**src/rtl/arc4_key_sweep.sv**
```systemverilog
`default_nettype none
// ============================================================================
//  Module      : arc4_key_sweep
//  Description : Sweeps a key range across NUM_CH parallel arc4 cores and
//                stops on the first passing key, range exhaustion or abort.
//  Revision    : 1.0 - initial release
// ============================================================================
module arc4_key_sweep #(
    parameter int KEY_W  = 24,
    parameter int NUM_CH = 4
) (
    input  logic                    clk,
    input  logic                    rst,
    input  logic                    start,
    input  logic                    abort,
    input  logic [KEY_W-1:0]        key_lo,
    input  logic [KEY_W-1:0]        key_hi,
    output logic [NUM_CH-1:0]       core_en,
    output logic [NUM_CH*KEY_W-1:0] core_key,
    input  logic [NUM_CH-1:0]       core_rdy,
    input  logic [NUM_CH-1:0]       core_pass,
    output logic                    busy,
    output logic                    done,
    output logic                    found,
    output logic                    aborted,
    output logic [KEY_W-1:0]        found_key,
    output logic [KEY_W:0]          keys_tried
);

    typedef enum logic [2:0] {
        S_IDLE   = 3'd0,
        S_LAUNCH = 3'd1,
        S_SETTLE = 3'd2,
        S_WAIT   = 3'd3,
        S_EVAL   = 3'd4,
        S_FINISH = 3'd5
    } state_t;

    state_t                    r_state;
    logic [KEY_W-1:0]          r_base;
    logic [KEY_W-1:0]          r_hi;
    logic                      r_abort;
    logic [NUM_CH-1:0]         r_core_en;
    logic [NUM_CH*KEY_W-1:0]   r_core_key;
    logic                      r_busy;
    logic                      r_done;
    logic                      r_found;
    logic                      r_aborted;
    logic [KEY_W-1:0]          r_found_key;
    logic [KEY_W:0]            r_keys_tried;

    logic [NUM_CH-1:0]         w_active;
    logic [NUM_CH-1:0]         w_hit;
    logic                      w_all_rdy;
    logic                      w_abort;
    logic [KEY_W:0]            w_base_step;
    logic                      w_last_batch;
    logic [KEY_W:0]            w_hit_inc;
    logic [KEY_W-1:0]          w_hit_key;
    logic [KEY_W:0]            w_act_cnt;

    // Channel c is active when base+c still lies inside the range; the extra
    // bit keeps the compare honest when the range ends at all-ones.
    function automatic logic [NUM_CH-1:0] active_mask(input logic [KEY_W-1:0] base,
                                                      input logic [KEY_W-1:0] hi);
        logic [NUM_CH-1:0] m;
        m = '0;
        for (int c = 0; c < NUM_CH; c++)
            m[c] = ({1'b0, base} + (KEY_W+1)'(c)) <= {1'b0, hi};
        return m;
    endfunction

    function automatic logic [NUM_CH*KEY_W-1:0] lane_keys(input logic [KEY_W-1:0]  base,
                                                          input logic [NUM_CH-1:0] act);
        logic [NUM_CH*KEY_W-1:0] k;
        k = '0;
        for (int c = 0; c < NUM_CH; c++)
            if (act[c])
                k[c*KEY_W +: KEY_W] = base + KEY_W'(c);
        return k;
    endfunction

    assign w_active     = active_mask(r_base, r_hi);
    assign w_hit        = core_pass & w_active;
    assign w_all_rdy    = &(core_rdy | ~w_active);
    assign w_abort      = r_abort | abort;
    assign w_base_step  = {1'b0, r_base} + (KEY_W+1)'(NUM_CH);
    assign w_last_batch = w_base_step > {1'b0, r_hi};

    // Descending scan so the lowest passing channel is the one that sticks.
    always_comb begin
        w_hit_inc = '0;
        w_hit_key = '0;
        w_act_cnt = '0;
        for (int c = NUM_CH-1; c >= 0; c--) begin
            if (w_hit[c]) begin
                w_hit_inc = (KEY_W+1)'(c + 1);
                w_hit_key = r_base + KEY_W'(c);
            end
        end
        for (int c = 0; c < NUM_CH; c++)
            w_act_cnt = w_act_cnt + (KEY_W+1)'(w_active[c]);
    end

    always_ff @(posedge clk or posedge rst) begin
        if (rst) begin
            r_state      <= S_IDLE;
            r_base       <= '0;
            r_hi         <= '0;
            r_abort      <= 1'b0;
            r_core_en    <= '0;
            r_core_key   <= '0;
            r_busy       <= 1'b0;
            r_done       <= 1'b0;
            r_found      <= 1'b0;
            r_aborted    <= 1'b0;
            r_found_key  <= '0;
            r_keys_tried <= '0;
        end else begin
            r_core_en <= '0;
            case (r_state)
                S_IDLE: begin
                    if (start) begin
                        r_found      <= 1'b0;
                        r_aborted    <= 1'b0;
                        r_done       <= 1'b0;
                        r_keys_tried <= '0;
                        r_found_key  <= '0;
                        r_abort      <= 1'b0;
                        if (key_lo <= key_hi) begin
                            r_base     <= key_lo;
                            r_hi       <= key_hi;
                            r_busy     <= 1'b1;
                            r_core_key <= lane_keys(key_lo, active_mask(key_lo, key_hi));
                            r_state    <= S_LAUNCH;
                        end else begin
                            r_done  <= 1'b1;
                            r_state <= S_FINISH;
                        end
                    end
                end
                S_LAUNCH: begin
                    if (w_abort) begin
                        r_aborted  <= 1'b1;
                        r_busy     <= 1'b0;
                        r_done     <= 1'b1;
                        r_abort    <= 1'b0;
                        r_core_key <= '0;
                        r_state    <= S_FINISH;
                    end else if (w_all_rdy) begin
                        r_core_en <= w_active;
                        r_state   <= S_SETTLE;
                    end
                end
                S_SETTLE: begin
                    if (abort)
                        r_abort <= 1'b1;
                    r_state <= S_WAIT;
                end
                S_WAIT: begin
                    if (abort)
                        r_abort <= 1'b1;
                    if (w_all_rdy)
                        r_state <= S_EVAL;
                end
                S_EVAL: begin
                    if (w_abort) begin
                        r_aborted  <= 1'b1;
                        r_busy     <= 1'b0;
                        r_done     <= 1'b1;
                        r_abort    <= 1'b0;
                        r_core_key <= '0;
                        r_state    <= S_FINISH;
                    end else if (|w_hit) begin
                        r_found      <= 1'b1;
                        r_found_key  <= w_hit_key;
                        r_keys_tried <= r_keys_tried + w_hit_inc;
                        r_busy       <= 1'b0;
                        r_done       <= 1'b1;
                        r_core_key   <= '0;
                        r_state      <= S_FINISH;
                    end else begin
                        r_keys_tried <= r_keys_tried + w_act_cnt;
                        if (w_last_batch) begin
                            r_busy     <= 1'b0;
                            r_done     <= 1'b1;
                            r_core_key <= '0;
                            r_state    <= S_FINISH;
                        end else begin
                            r_base     <= w_base_step[KEY_W-1:0];
                            r_core_key <= lane_keys(w_base_step[KEY_W-1:0],
                                                    active_mask(w_base_step[KEY_W-1:0], r_hi));
                            r_state    <= S_LAUNCH;
                        end
                    end
                end
                S_FINISH: begin
                    r_state <= S_IDLE;
                end
                default: begin
                    r_state <= S_IDLE;
                end
            endcase
        end
    end

    assign core_en    = r_core_en;
    assign core_key   = r_core_key;
    assign busy       = r_busy;
    assign done       = r_done;
    assign found      = r_found;
    assign aborted    = r_aborted;
    assign found_key  = r_found_key;
    assign keys_tried = r_keys_tried;

endmodule
`default_nettype wire

```
**config.mk**
```make
export PLATFORM = sky130hd
export DESIGN_NAME = arc4_key_sweep
export DESIGN_NICKNAME = d
export VERILOG_FILES = /design/src/rtl/arc4_key_sweep.sv
export SDC_FILE = /design/constraint.sdc
export NUM_CORES = 1
export LEC_CHECK = 0
export BUFFER_PORTS_ARGS = -buffer_cell sky130_fd_sc_hd__buf_2
export CAP_MARGIN = 25
export CELL_PAD_IN_SITES_DETAIL_PLACEMENT = 1
export CELL_PAD_IN_SITES_GLOBAL_PLACEMENT = 2
export CORE_ASPECT_RATIO = 0.9
export CORE_UTILIZATION = 30
export DETAILED_ROUTE_END_ITERATION = 6
export GPL_TIMING_DRIVEN = 1
export PLACE_DENSITY = 0.69
export SLEW_MARGIN = 20
export SYNTH_ARGS = -nofsm -noshare
export SYNTH_HDL_FRONTEND = slang
export SYNTH_SLANG_ARGS = --single-unit
export TNS_END_PERCENT = 10
```
**constraint.sdc**
```tcl
create_clock -name clk -period 7.2 [get_ports clk]
set_input_delay 1.44 -clock clk [delete_from_list [all_inputs] [get_ports clk]]
set_output_delay 1.44 -clock clk [all_outputs]
set_load 0.005 [all_outputs]
```
# ---- Word-level counts from Yosys, hierarchy flattened
# Index checks and enable logic that the tools add are counted.
dict set report classes {
  addsub 24
  order_cmp 14
  eq_ne 16
  mux 70
  bitwise 4
  n_reduce_logical 19
}
# operator n
set ops {}
lappend ops {{$mux W96} 6}
lappend ops {{$mux W24} 20}
lappend ops {{$pmux W96 S3} 1}
lappend ops {{$le A25 B24 Y1} 9}
lappend ops {{$add A24 B2 Y25 const B} 6}
lappend ops {{$mux W25} 6}
lappend ops {{$add A24 B2 Y24 const B} 6}
lappend ops {{$le A24 B24 Y1} 4}
lappend ops {{$pmux W24 S2} 2}
lappend ops {{$add A24 B1 Y25 const B} 3}
lappend ops {{$add A24 B1 Y24 const B} 3}
lappend ops {{$pmux W25 S2} 1}
lappend ops {{$mux W3} 9}
lappend ops {{$add A24 B3 Y25 const B} 1}
lappend ops {{$add A25 B25 Y25} 1}
lappend ops {{$add A25 B4 Y25} 1}
lappend ops {{$gt A25 B24 Y1} 1}
lappend ops {{$reduce_and A4 Y1} 5}
lappend ops {{$mux W1} 16}
lappend ops {{$ne A2 B2 Y1 const B} 8}
lappend ops {{$pmux W3 S5} 1}
lappend ops {{$mux W4} 3}
lappend ops {{$reduce_and A3 Y1} 4}
lappend ops {{$pmux W1 S3} 3}
lappend ops {{other kinds (21)} 27}
dict set report totals {
  register_bits 205
  in_bits 60
  word_cells 159
}

# ---- Depth between registers and ports, before layout
dict set report depth {
  depth_word 11
  depth_mapped 27
  ltp_nobuf 23
}

# ---- Least setup slack after synthesis
# OpenSTA, ideal clock, no wires.
dict set report synth_timing {
  kind {register to register}
  from {register r_base[4]}
  to {register r_keys_tried[18] (netlist: keys_tried[18])}
  setup_ns 0.078
  t_arrival_ns 5.689
  required_time_ns 7.122
  setup_slack_ns 1.433
  stages_incl_launch_ff 24
  path_buffers 6
  cell_sequence {dfrtp_1 -> buf_2 -> buf_1 -> nand3_1 -> nor3_1 -> nand2_1 -> xnor2_1 -> ha_1 -> nand3_2 -> nor4_2 -> nand4_1 -> a2bb2oi_1 -> nor4b_2 -> buf_4 -> clkbuf_1 -> buf_1 -> o21ai_0 -> fa_1 -> inv_1 -> a21oi_1 -> mux2_2 -> clkbuf_1 -> or3_1 -> a21oi_1}
}
dict set report synth_via {
  elab_chain_cells 11
}
# element line
set synth_rtl {}
lappend synth_rtl {{start, declared} 40} ;# logic [KEY_W-1:0] r_base;
lappend synth_rtl {{start signal, assigned} 131} ;# r_base <= key_lo;
lappend synth_rtl {{start signal, assigned} 190} ;# r_base <= w_base_step[KEY_W-1:0];
lappend synth_rtl {{branches (longest 8 deep; another with $add A24 B1 Y25)} -}
lappend synth_rtl {{$mux W25 *} 174} ;# end else if (|w_hit) begin
lappend synth_rtl {{$mux W25 *} 167} ;# if (w_abort) begin
lappend synth_rtl {{$pmux W25 S2 *} 121} ;# case (r_state)
lappend synth_rtl {{end signal, assigned} 177} ;# r_keys_tried <= r_keys_tried + w_hit_inc;
lappend synth_rtl {{end signal, assigned} 183} ;# r_keys_tried <= r_keys_tried + w_act_cnt;
lappend synth_rtl {{end, declared} 50} ;# logic [KEY_W:0] r_keys_tried;
# Mark *: on every way between the ends. The select of a mux whose other input is x is not followed.
# A chain may end at the register's enable or synchronous reset.

# ---- Worst setup path in the final report
dict set report layout_timing {
  from {register r_base[2]}
  to {register r_keys_tried[10] (netlist: keys_tried[10])}
}
# Same word-level chain as after synthesis.

==> flow_metrics.tcl <==
set metrics [dict create \
    status "finished clean" \
    firstDrtPassIters 5 \
    routed_wirelength_um 111000 \
    cts_buffer_depth 3 \
    synth-seq-area-share_pct 24.8 \
    yosys-top-cells-area "dfrtp_1, ha_1, xnor2_1" \
    rows 90 \
    max_slew_margin_pct 26.5 \
    fillers 8091 \
    netlist.area_leader.share_pct 24.8 \
    yosysTopAreaCell "dfrtp_1" \
    hold_viol 0 \
    area_delta_synth_final_pct 17.5 \
    min_path_type "reg2reg" \
    holdWs_ns 0.480 \
    pwr_density_cell_nw_per_um2 488 \
    grtUsageTotal_pct 31.2 \
    grt_pass1_wl_um 160000 \
    synth_warnings 0 \
    seq_area_um2 5130 \
    die_y_um 251 \
    drtIter0Drc 2177 \
    p_sw_share_pct 54.2 \
    initial_core_util_pct 30.6 \
    pre_cts_ws_ns 0.0571 \
    final_cell_mix "ha_1, nand2_1, buf_2" \
    ys_ff_latch 205 \
    syn_area_per_cell_um2 8.28 \
    antenna_found_initial 3 \
    postRouteAntennaNets 0 \
    p_leak_uw 0.0112 \
    coreArea_um2 67700 \
    drive_gt1_share_pct 16.4 \
    crit_path_end_kind "flip-flop" \
    final_common_cell "ha_1" \
    switching_power_uw 6440 \
    vdd_drop_max_uv 215 \
    fin_area_um2 24300 \
    reg2regPathDepth 24 \
    synthArstFlopShare_pct 100 \
    final.setup.tns_ns 0 \
    die_area_um2 70100 \
    crit_fanout 22 \
    required_ns 7.73 \
    final_nets 3070 \
    grt_max_degree 125 \
    dp_hpwl_um 89500 \
    synth_ff_type "dfrtp_1" \
    place_congestion 1.00 \
    fin_crit_sh_pct 93.4 \
    synth_cells 2499 \
    worst_ep_arrival_time_ns 7.25 \
    cts_buffers 28 \
    io_buffers 212 \
    clkLatencyLatePin_ns 0.59 \
    cts_tree "built" \
    dpl_cell_area_um2 23300 \
    multi_input_area_um2 14600 \
    fin_crit_ns 6.72 \
    vias 21866 \
    crit_type "reg2reg" \
    worstMarginPinSlew_ns 1.10 \
    pwr-share-seq_pct 18.0 \
    gr-total-overflow 0 \
    fin_ws_ns 0.475 \
    cts.clk_slew.worst_paths_ns 0.06 \
    finalSetupViolCount 0 \
    rsz0062_at_grt "no" \
    worstSetupStartpointType "flip-flop" \
    clockRootBuffer "clkbuf_16" \
    die_w_um 279 \
    drv_cap 0 \
    max_freq_ghz 0.149 \
    intPower_uw 5430 \
    drc_errors 0 \
    cts_sinks 205 \
    finClkSkew_ns 0.0129 \
    grt_pass1_vias 21952 \
    viasPerCell 5.98 \
    syn_nets 2855 \
    combPwrFrac_pct 68.2 \
    pin_count 213 \
    ctsHoldBuffers 0 \
    synth_edf_count 0 \
    slew_viol_final 0 \
    htreeDepth 1 \
    hold_path_depth 2 \
    synth.distinct_cells 96 \
    synth_area_um2 20700 \
    clockPowerShare_pct 13.7 \
    wl_per_cell_um 30.5 \
]
cell usage after synthesis, drive strengths merged, types with 7 or more instances:
master and instances:
dfrtp 205, and3 32, nand2b 32, xnor2 165, nand3 76, xor2 47, or3 26, a31oi 33
buf 38, and4 9, inv 137, o21ai 134, o22ai 12, a21oi 150, a21o 59, o31ai 12
nor4 23, and2 16, o21a 13, ha 292, nor2 166, nand4 93, a221oi 11, a2bb2oi 7
or4 13, a211o 7, o211ai 11, or2 15, nand2 267, or3b 9, a211oi 16, o221ai 17
mux2i 7, a22oi 20, clkbuf 98, a22o 35, nor2b 27, nor3 53, a221o 31
cell type report:
cell class                      instances  area share [%]
Multi-Input combinational cell       2019            59.9
Sequential cell                       205            21.1
Timing Repair Buffer                  321            7.82
Tap cell                              920            4.73
Clock buffer                           35            3.15
Inverter                              139            2.18
Clock inverter                         16            1.14
Antenna cell                            1          0.0103
per-stage QoR:
stage	power, µW	util, %	instances
after floorplan	6620	-	2499
after global placement	9790	34.3	3601
after detailed placement	10000	34.4	3603
after CTS	11700	35.9	3654
after global routing	12600	35.9	3655
final	11900	35.9	3656
worst max-delay path, stage by stage, from the launching register on:
cell and delay [ns]:
dfrtp_1 0.56, ha_1 0.36, nand3_1 0.26, nor2_2 0.37, nand2_1 0.25, nor2_1 0.32
nand3_1 0.30, nor3_1 0.41, xor2_1 0.15, ha_1 0.33, nand3_1 0.15, a21oi_1 0.17
a211oi_1 0.07, o31ai_1 0.43, a2111oi_4 0.19, buf_4 0.24, o21ai_0 0.28, ha_1 0.23
inv_1 0.06, fa_1 0.39, inv_1 0.07, a21oi_1 0.06, mux2_2 0.40, or4_1 0.50
nand2_1 0.07
final timing paths:
path                             startpoint              to  slack, ns
worst min register to register  core_key[8]     core_key[8]       0.48
worst max-delay path              r_base[2]  keys_tried[10]       0.48
min in group asynchronous               rst  keys_tried[17]       0.94
worst max register to register    r_base[2]  keys_tried[10]       0.48
max in group asynchronous               rst    core_key[92]       5.00
worst min-delay path            core_key[8]     core_key[8]       0.48
sequential cells by signal (all words and copies together) (netlist names), 3 cells and up:
signal,cells
r_base,24
core_en,4
r_state,3
r_hi,24
keys_tried,25
found_key,24
core_key,96
layer usage:
layer | vias up | routed length [µm] | global-route usage, %
li1 | 9544 | - | -
met1 | 11238 | 52200 | 45.8
met2 | 905 | 46900 | 46.3
met3 | 177 | 8800 | 5.40
met4 | 2 | 3520 | 8.78
met5 | - | 13 | 0
timing repair:
action / in CTS / in global routing
endpoints found under the setup margin: 0 / 19
gates resized for setup: 0 / 2
setup buffers: 0 / 0
power by group through the flow:
stage          Combinational [µW]  Clock [µW]  Sequential [µW]
6_report                     8100        1630             2140
5_1_grt                      8700        1690             2180
4_1_cts                      7910        1650             2130
3_5_place_dp                 7860           0             2140
3_3_place_gp                 7660           0             2130
2_1_floorplan                4730           0             1890
kinds of logic (layout without fill, tap and decap cells):
logic type               after synthesis  in the layout  synth area share (%)
AO/OA/AOI/OAI                        623            623                  20.3
XOR/XNOR                             212            212                  9.00
adder cells (fa/ha/maj)              296            296                  18.0
buffers and inverters                275            511                  5.24
flip-flops                           205            205                  24.8
multiplexers                          12             12                 0.628
other                                  0              1                     0
AND/OR/NAND/NOR                      876            876                  22.0
No activity file was read; power rests on OpenSTA's default activity.
